$ cat src/rtl/game_timer.sv
// Round countdown timer driven by vsync frame ticks, with BCD-style min/sec digits
// and a blinking low-time warning.
module game_timer #(
  parameter int GAME_SECONDS   = 180,
  parameter int FRAMES_PER_SEC = 60,
  parameter int LOW_THRESH     = 30
) (
  input  logic       clk,
  input  logic       reset,
  input  logic       vsync,
  input  logic [2:0] game_state,
  output logic [7:0] time_left,
  output logic       timer_go,
  output logic       sec_pulse,
  output logic [2:0] time_min,
  output logic [2:0] sec_tens,
  output logic [3:0] sec_ones,
  output logic       low_warn
);

  localparam logic [2:0] ST_IDLE    = 3'd0;
  localparam logic [2:0] ST_ARMED   = 3'd1;
  localparam logic [2:0] ST_RUN     = 3'd2;
  localparam logic [2:0] ST_HOLD    = 3'd3;
  localparam logic [2:0] ST_EXPIRED = 3'd4;

  localparam logic [2:0] GS_WELCOME = 3'd0;
  localparam logic [2:0] GS_START   = 3'd1;
  localparam logic [2:0] GS_PLAY    = 3'd2;
  localparam logic [2:0] GS_PAUSE   = 3'd3;
  localparam logic [2:0] GS_FINISH  = 3'd4;

  // Load digits are elaboration-time constants; no runtime division.
  localparam logic [7:0] INIT_TIME  = 8'(GAME_SECONDS);
  localparam logic [2:0] INIT_MIN   = 3'(GAME_SECONDS / 60);
  localparam logic [2:0] INIT_TENS  = 3'((GAME_SECONDS % 60) / 10);
  localparam logic [3:0] INIT_ONES  = 4'(GAME_SECONDS % 10);
  localparam logic [7:0] FRAME_LAST = 8'(FRAMES_PER_SEC - 1);
  localparam logic [7:0] BLINK_LAST = 8'(FRAMES_PER_SEC / 2 - 1);
  localparam logic [7:0] LOW_T      = 8'(LOW_THRESH);

  logic       vs_sync1, vs_sync2, vs_prev;
  logic       frame_tick;
  logic [2:0] state_q, state_d;
  logic [7:0] time_left_q, time_left_d;
  logic [2:0] time_min_q, time_min_d;
  logic [2:0] sec_tens_q, sec_tens_d;
  logic [3:0] sec_ones_q, sec_ones_d;
  logic [7:0] frame_cnt_q, frame_cnt_d;
  logic [7:0] blink_cnt_q, blink_cnt_d;
  logic       blink_q, blink_d;
  logic       sec_pulse_q, sec_pulse_d;
  logic       timer_go_q;
  logic       count_en;
  logic       counted_tick;
  logic       zone_q, zone_d;

  assign frame_tick = vs_prev & ~vs_sync2;

  always_comb begin
    state_d     = state_q;
    time_left_d = time_left_q;
    time_min_d  = time_min_q;
    sec_tens_d  = sec_tens_q;
    sec_ones_d  = sec_ones_q;
    frame_cnt_d = frame_cnt_q;
    blink_cnt_d = blink_cnt_q;
    blink_d     = blink_q;
    sec_pulse_d = 1'b0;
    count_en    = 1'b0;

    if (game_state == GS_WELCOME) begin
      state_d     = ST_IDLE;
      time_left_d = INIT_TIME;
      time_min_d  = INIT_MIN;
      sec_tens_d  = INIT_TENS;
      sec_ones_d  = INIT_ONES;
      frame_cnt_d = 8'd0;
    end else if (game_state <= GS_FINISH) begin
      case (state_q)
        ST_IDLE: begin
          if (game_state == GS_START)     state_d = ST_ARMED;
          else if (game_state == GS_PLAY) state_d = ST_RUN;
        end
        ST_ARMED: if (game_state == GS_PLAY) state_d = ST_RUN;
        ST_RUN: begin
          if (game_state == GS_PAUSE)       state_d = ST_HOLD;
          else if (game_state == GS_FINISH) state_d = ST_EXPIRED;
          else                              count_en = 1'b1;
        end
        ST_HOLD: begin
          if (game_state == GS_PLAY)        state_d = ST_RUN;
          else if (game_state == GS_FINISH) state_d = ST_EXPIRED;
        end
        ST_EXPIRED: ;
        default: state_d = ST_IDLE;
      endcase
    end

    counted_tick = count_en & frame_tick;
    if (counted_tick) begin
      if (frame_cnt_q == FRAME_LAST) begin
        frame_cnt_d = 8'd0;
        if (time_left_q != 8'd0) begin
          time_left_d = time_left_q - 8'd1;
          sec_pulse_d = 1'b1;
          if (time_left_q == 8'd1) state_d = ST_EXPIRED;
          if (sec_ones_q == 4'd0) begin
            sec_ones_d = 4'd9;
            if (sec_tens_q == 3'd0) begin
              sec_tens_d = 3'd5;
              time_min_d = time_min_q - 3'd1;
            end else begin
              sec_tens_d = sec_tens_q - 3'd1;
            end
          end else begin
            sec_ones_d = sec_ones_q - 4'd1;
          end
        end
      end else begin
        frame_cnt_d = frame_cnt_q + 8'd1;
      end
    end

    // Blink phase only advances on ticks counted while already inside the low zone.
    zone_q = (time_left_q != 8'd0) && (time_left_q <= LOW_T);
    zone_d = (time_left_d != 8'd0) && (time_left_d <= LOW_T);
    if (!(zone_d && (state_d == ST_RUN || state_d == ST_HOLD))) begin
      blink_d     = 1'b0;
      blink_cnt_d = 8'd0;
    end else if (counted_tick && zone_q) begin
      if (blink_cnt_q == BLINK_LAST) begin
        blink_cnt_d = 8'd0;
        blink_d     = ~blink_q;
      end else begin
        blink_cnt_d = blink_cnt_q + 8'd1;
      end
    end
  end

  always_ff @(posedge clk) begin
    if (reset) begin
      vs_sync1    <= 1'b0;
      vs_sync2    <= 1'b0;
      vs_prev     <= 1'b0;
      state_q     <= ST_IDLE;
      time_left_q <= INIT_TIME;
      time_min_q  <= INIT_MIN;
      sec_tens_q  <= INIT_TENS;
      sec_ones_q  <= INIT_ONES;
      frame_cnt_q <= 8'd0;
      blink_cnt_q <= 8'd0;
      blink_q     <= 1'b0;
      sec_pulse_q <= 1'b0;
      timer_go_q  <= 1'b0;
    end else begin
      vs_sync1    <= vsync;
      vs_sync2    <= vs_sync1;
      vs_prev     <= vs_sync2;
      state_q     <= state_d;
      time_left_q <= time_left_d;
      time_min_q  <= time_min_d;
      sec_tens_q  <= sec_tens_d;
      sec_ones_q  <= sec_ones_d;
      frame_cnt_q <= frame_cnt_d;
      blink_cnt_q <= blink_cnt_d;
      blink_q     <= blink_d;
      sec_pulse_q <= sec_pulse_d;
      timer_go_q  <= (state_q == ST_RUN);
    end
  end

  always_comb begin
    if (state_q == ST_EXPIRED)                           low_warn = 1'b1;
    else if (state_q == ST_RUN || state_q == ST_HOLD)    low_warn = blink_q;
    else                                                 low_warn = 1'b0;
  end

  assign time_left = time_left_q;
  assign time_min  = time_min_q;
  assign sec_tens  = sec_tens_q;
  assign sec_ones  = sec_ones_q;
  assign sec_pulse = sec_pulse_q;
  assign timer_go  = timer_go_q;

endmodule

$ cat config.mk
export PLATFORM = sky130hd
export DESIGN_NAME = game_timer
export DESIGN_NICKNAME = d
export VERILOG_FILES = /design/src/rtl/game_timer.sv
export SDC_FILE = /design/constraint.sdc
export NUM_CORES = 1
export LEC_CHECK = 0
export BUFFER_PORTS_ARGS = -buffer_cell sky130_fd_sc_hd__buf_2
export CAP_MARGIN = 10
export CORE_UTILIZATION = 55
export CTS_CLUSTER_DIAMETER = 100
export DETAILED_ROUTE_END_ITERATION = 8
export PLACE_DENSITY = 0.83
export SYNTH_ARGS = -nofsm -noshare
export SYNTH_HDL_FRONTEND = slang
export SYNTH_SLANG_ARGS = --single-unit
$ cat constraint.sdc
create_clock -name clk -period 5.1 [get_ports clk]
set_input_delay 0.51 -clock clk [delete_from_list [all_inputs] [get_ports clk]]
set_output_delay 0.51 -clock clk [all_outputs]
set_load 0.02 [all_outputs]
# Yosys cells after proc, flatten, opt, wreduce, memory -nomap -nowiden
# Cells that the tools add are included.
# totals
reg_bits	43
inputBits	6
output_inout_bits	21
word_cells	103
# op_classes
addsub	6
order_cmp	3
eq_ne	13
mux	45
bitwise	7
reduce_logical	16
# ops
operator	n
two-way mux 3 bit	23
two-way mux 8 bit	8
two-way mux 4 bit	5
== test 3 x 2 -> 1 bit, second input constant	6
adder 8 x 1 -> 8 bit, second input constant	2
<= comparator 8 x 5 -> 1 bit, second input constant	2
nonzero test 8 bit	2
case mux 3 bit (5 select lines)	1
logical NOT 3 bit	3
== test 8 x 1 -> 1 bit, second input constant	1
== test 8 x 5 -> 1 bit, second input constant	1
== test 8 x 6 -> 1 bit, second input constant	1
two-way mux 1 bit	8
subtractor 8 x 1 -> 8 bit, second input constant	1
== test 3 x 1 -> 1 bit, second input constant	2
== test 3 bit, second input constant	2
subtractor 3 x 1 -> 3 bit, second input constant	2
inverter 1 bit	5
logical AND 1 bit	4
logical NOT 4 bit	1
subtractor 4 x 1 -> 4 bit, second input constant	1
<= comparator 3 bit, second input constant	1
OR reduction 3 bit	1
AND 1 bit	2
4 further kinds	5

# Depth between registers and ports, before layout
# logic_depth
depth_word	15
ltp_mapped	10
ltp_nobuf	8

# Worst setup path before layout
# OpenSTA, ideal clock, no wires.
# synth_timing
path_type	reg-to-reg
startpoint	reg time_left_q[0], in the netlist time_left[0]
endpoint	reg blink_cnt_q[3]
setup_time_ns	0.132
t_arrival_ns	2.589
required_time_ns	4.968
setup_slack_ns	2.379
path_stages_with_launch	9
n_path_buf	0
synth_period_minus_slack_ns	2.721
cell_sequence	dfxtp_1 inv_1 ha_1 and4b_2 nor4_1 mux2i_1 or4b_4 o211ai_4 nor3_2
# synth_between
elab_chain_len	10
elab_cells_between_ends	23
classes_between	add/sub: 1; order compare: 2; eq/ne: 3; mux: 8; bitwise: 1; reduce/logical: 8
# synth_lines
element	line	source
start, declared	45	logic [7:0] time_left_q, time_left_d;
start signal, assigned	161	time_left_q <= time_left_d;
branches (longest 10 deep; another with subtractor 8 x 1 -> 8 bit)	--	
end signal, assigned	166	blink_cnt_q <= blink_cnt_d;
end, declared	50	logic [7:0] blink_cnt_q, blink_cnt_d;
# Several ways; the timed one is not identified.
# A chain may end at the register's enable or synchronous reset.

# Final worst setup path
# layout_timing
startpoint	reg frame_cnt_q[0]
endpoint	reg blink_cnt_q[4]
# layout_between
elab_chain_len	8
elab_cells_between_ends	14
classes_between	order compare: 1; eq/ne: 3; mux: 4; bitwise: 1; reduce/logical: 5
# layout_lines
element	line	source
start, declared	49	logic [7:0] frame_cnt_q, frame_cnt_d;
start signal, assigned	165	frame_cnt_q <= frame_cnt_d;
== test 8 x 6 -> 1 bit (*)	102	if (frame_cnt_q == FRAME_LAST) begin
two-way mux 8 bit or two-way mux 3 bit (tied branches)	102	
two-way mux 8 bit or two-way mux 3 bit (tied branches)	101	if (counted_tick) begin
<= comparator 8 x 5 -> 1 bit (tied with other cells)	127	zone_d = (time_left_d != 8'd0) && (time_left_d <= LOW_T);
logical AND 1 bit or logical OR 1 bit (tied branches)	127, 128	
logical AND 1 bit (*)	128	if (!(zone_d && (state_d == ST_RUN || state_d == ST_HOLD))) begin
inverter 1 bit (no source line) (*)	--	
OR reduction 2 bit (no source line) (*)	--	
# Every way passes the cells marked *; elsewhere a longest branch is shown, timed or not.

==> metrics.md <==
| Metric | Value |
|---|---|
| Status | `finished, final reports clean` |
| Final setup vio count | `0` |
| Synth top area share | `35.34%` |
| Core box area | `roughly 0.0041 mm2` |
| Tcrit/Tclk final | `approximately 58%` |
| Filler instances | `about 360` |
| Max Cap Viol | `0` |
| CTS root buf | `clkbuf_8` |
| Worst Reg-to-Reg Cells | `8` |
| Vias/cell | `5.878` |
| Drt first pass iters | `5` |
| Congestion Overflow GR | `0` |
| Top cells by area, synth | `dfxtp_1 (35%), nor2_1 (5.7%), ha_1 (4.1%)` |
| Post-synth EDFFs | `0` |
| Syn Area/Cell | `around 8.5 um2` |
| Required time of the worst setup path | `5.25 ns` |
| Final core occ | `between 60% and 70%` |
| Largest net degree at the start of global routing | `34` |
| Vias in the first global route | `1850` |
| DR vias | `2116` |
| Setup crit end kind | `flop` |
| Met2 GRT Util | `roughly 39%` |
| Async SR Flop Fraction | `0%` |
| Power density over the cells | `between 200 and 250 mW/mm2` |
| Rows | `23` |
| Setup Buffers After CTS | `0` |
| Post-place setup slack | `around 2.1 ns` |
| DRT Wirelength | `5046 um` |
| Worst skew pair latency | `roughly 0.30 ns` |
| Drt drc | `0` |
| Distinct cells, synth | `65` |
| Clock skew | `0.006344 ns` |
| Peak VDD IR | `125.6 uV` |
| Rel. slew slack | `about two fifths` |
| Cell Area, Synth | `roughly 0.0024 mm2` |
| CTS buffer count | `5` |
| CTS tree | `yes` |
| Peak fanout along the critical path | `9` |
| Share of layout cells above drive strength 1 | `20.97%` |
| Worst hold slack | `0.4272 ns` |
| Met1 Track Usage GR | `28.92%` |
| Clk pin slew, worst setup/hold paths | `0.08 ns` |
| Final non-filler cell total | `360` |
| Yosys reg bits | `43` |
| Post-route ant nets | `0` |
| Post-DP HPWL | `3560 um` |
| Syn nets | `299` |
| Post-Place Cells | `352` |
| ANT cells | `0` |
| Die width | `~69 um` |
| Top Usage Layer GRT | `met2` |
| Met3 Use GR | `6.086%` |
| Min cycle time layout | `2.956 ns` |
| Hold-fix buffers, CTS | `0` |
| Die height | `68.55 um` |
| Setup_tns | `0 ns` |
| DRT iter0 DRCs | `a little under 90` |
| Area grow syn2layout | `8.731%` |
| H-tree depth | `2` |
| Setup WS post-layout | `2.144 ns` |
| Most frequent cell after synthesis | `dfxtp_1` |
| Synthesized instance count | `285` |
| Final net count | `approximately 320` |
| Leak | `0.9775 nW` |
| Pin slew with the least headroom to its limit | `a little under 0.9 ns` |
| Gr usage total | `23.51%` |
| Register-to-register setup slack | `2.14 ns` |
| Post-cts sizing count | `0` |
| RSZ-0062 raised after global routing | `false` |
| Die area | `0.004699 mm2` |
| Initial Util | `59.20%` |
| Arrival time worst endpoint | `3.10 ns` |
| CTS Sinks | `43` |
| Worst setup startpoint | `frame_cnt_q[0]$_SDFFE_PP0P_` |
| Seq/Total Area, Yosys | `35.34%` |
| Largest area contributor in the netlist | `dfxtp_1` |
| Kind of critical path | `flop to flop` |
| Port buffer count | `26` |
| Global-route wire length before repair | `8148 um` |
| Final hold viol count | `0` |
| I/O Pins | `27` |
| R2r endpoint | `blink_cnt_q[4]$_SDFFE_PP0P_` |
| Top FF cell, synth | `dfxtp_1` |
| Most frequent cells after synthesis | `dfxtp_1 (43), nor2_1 (37), a21oi_1 (16), nand2_1 (15), o21ai_0 (15)` |
| Final Slew Violations | `0` |
| Worst min path class | `input port to flop` |
| Reg2reg start | `frame_cnt_q[0]$_SDFFE_PP0P_` |
| Yosys warnings | `0` |
| Gp weighted congestion | `0.8150` |
| Initial antenna violation count | `0` |
| Crit path capture | `blink_cnt_q[4]$_SDFFE_PP0P_` |
| WL/cell | `14.02 um` |
| Max Freq | `0.3384 GHz` |
| Maximum root-to-sink buffer count | `2` |
| CP Launch Type | `flop` |
==> critical path, cell delays in order (launching register included) <==
cell and delay [ns]:
dfxtp_1 0.37, ha_1 0.21, nand2b_2 0.10, or4_1 0.55, nor4_1 0.39, mux2i_1 0.40, or4b_4 0.52, o211ai_4 0.20
a311oi_2 0.06
==> metal layers <==
layer	wire [um]	up-vias
met1	2293	972
met5	0	-
met2	2418	66
met3	250	9
li1	-	1069
met4	83	0
==> stage by stage <==
stage / cell area (um2) / total power [mW]
finish: 2649 / 0.5744
global route: 2649 / 0.6033
CTS: 2649 / 0.5835
detailed placement: 2564 / 0.3728
global placement: 2564 / 0.3725
floorplan: 2436 / 0.3662
==> cells by family (layout without fill, tap and decap cells) <==
logic type,after synthesis,count (layout),share of synthesized area (%)
buffers and inverters,18,43,4.211
XOR/XNOR,10,10,3.903
flip-flops,43,43,35.34
AO/OA/AOI/OAI,52,52,14.07
AND/OR/NAND/NOR,147,147,35.44
adder cells (fa/ha/maj),9,9,4.520
multiplexers,6,6,2.517
==> power by group <==
group / total (mW) / internal, mW / switching (mW)
clock network: 0.210 / 0.0956 / 0.114
logic: 0.0253 / 0.00898 / 0.0164
registers: 0.340 / 0.338 / 0.00192
total: 0.574 / 0.442 / 0.132
==> how the worst min path moves through the flow <==
stage                     endpoint           startpoint  cells past startpoint  slack (ns)
2_1_floorplan  vs_sync2$_SDFF_PP0_  vs_sync1$_SDFF_PP0_                      1        0.41
3_3_place_gp   vs_sync2$_SDFF_PP0_  vs_sync1$_SDFF_PP0_                      1        0.44
3_5_place_dp   vs_sync2$_SDFF_PP0_  vs_sync1$_SDFF_PP0_                      1        0.47
4_1_cts        vs_sync1$_SDFF_PP0_                vsync                      2        0.41
5_1_grt        vs_sync1$_SDFF_PP0_                vsync                      2        0.41
6_report       vs_sync1$_SDFF_PP0_                vsync                      2        0.43
==> cells in the final DEF, fill, tap and decap left out, types with 3 or more instances in the layout <==
cell	count
mux2i_1	5
nand2_1	15
and3_1	3
ha_1	8
o21ai_0	15
nor4_1	5
xor2_1	4
or2_2	3
a21oi_1	16
or3_1	12
and2_1	5
clkbuf_8	5
nor2b_1	5
nand3_1	13
a32oi_1	3
inv_1	8
dfxtp_1	43
nor2_1	37
nor3b_1	3
xnor2_1	5
nor2_2	5
buf_2	26
nand3b_1	3
a21o_1	3
nor3_1	9
==> area by class of cell <==
| type | count | area, um2 | share of cell area [%] |
|---|---|---|---|
| clock buffer | 6 | 72.57 | 2.740 |
| clock inverter | 2 | 12.51 | 0.4724 |
| inverter | 8 | 30.03 | 1.134 |
| multi-input combinational | 224 | 1473 | 55.60 |
| sequential | 43 | 860.8 | 32.50 |
| tap | 50 | 62.56 | 2.362 |
| timing repair buffer | 27 | 137.6 | 5.196 |
==> flip-flops by register name, summed over array words and instances (netlist names) <==
register,count
vs_sync1,1
blink_cnt_q,8
vs_prev,1
time_left,8
sec_ones,4
vs_sync2,1
state_q,3
sec_pulse,1
timer_go,1
sec_tens,3
blink_q,1
frame_cnt_q,8
time_min,3
Note: power is estimated with default switching activity, not from simulation.
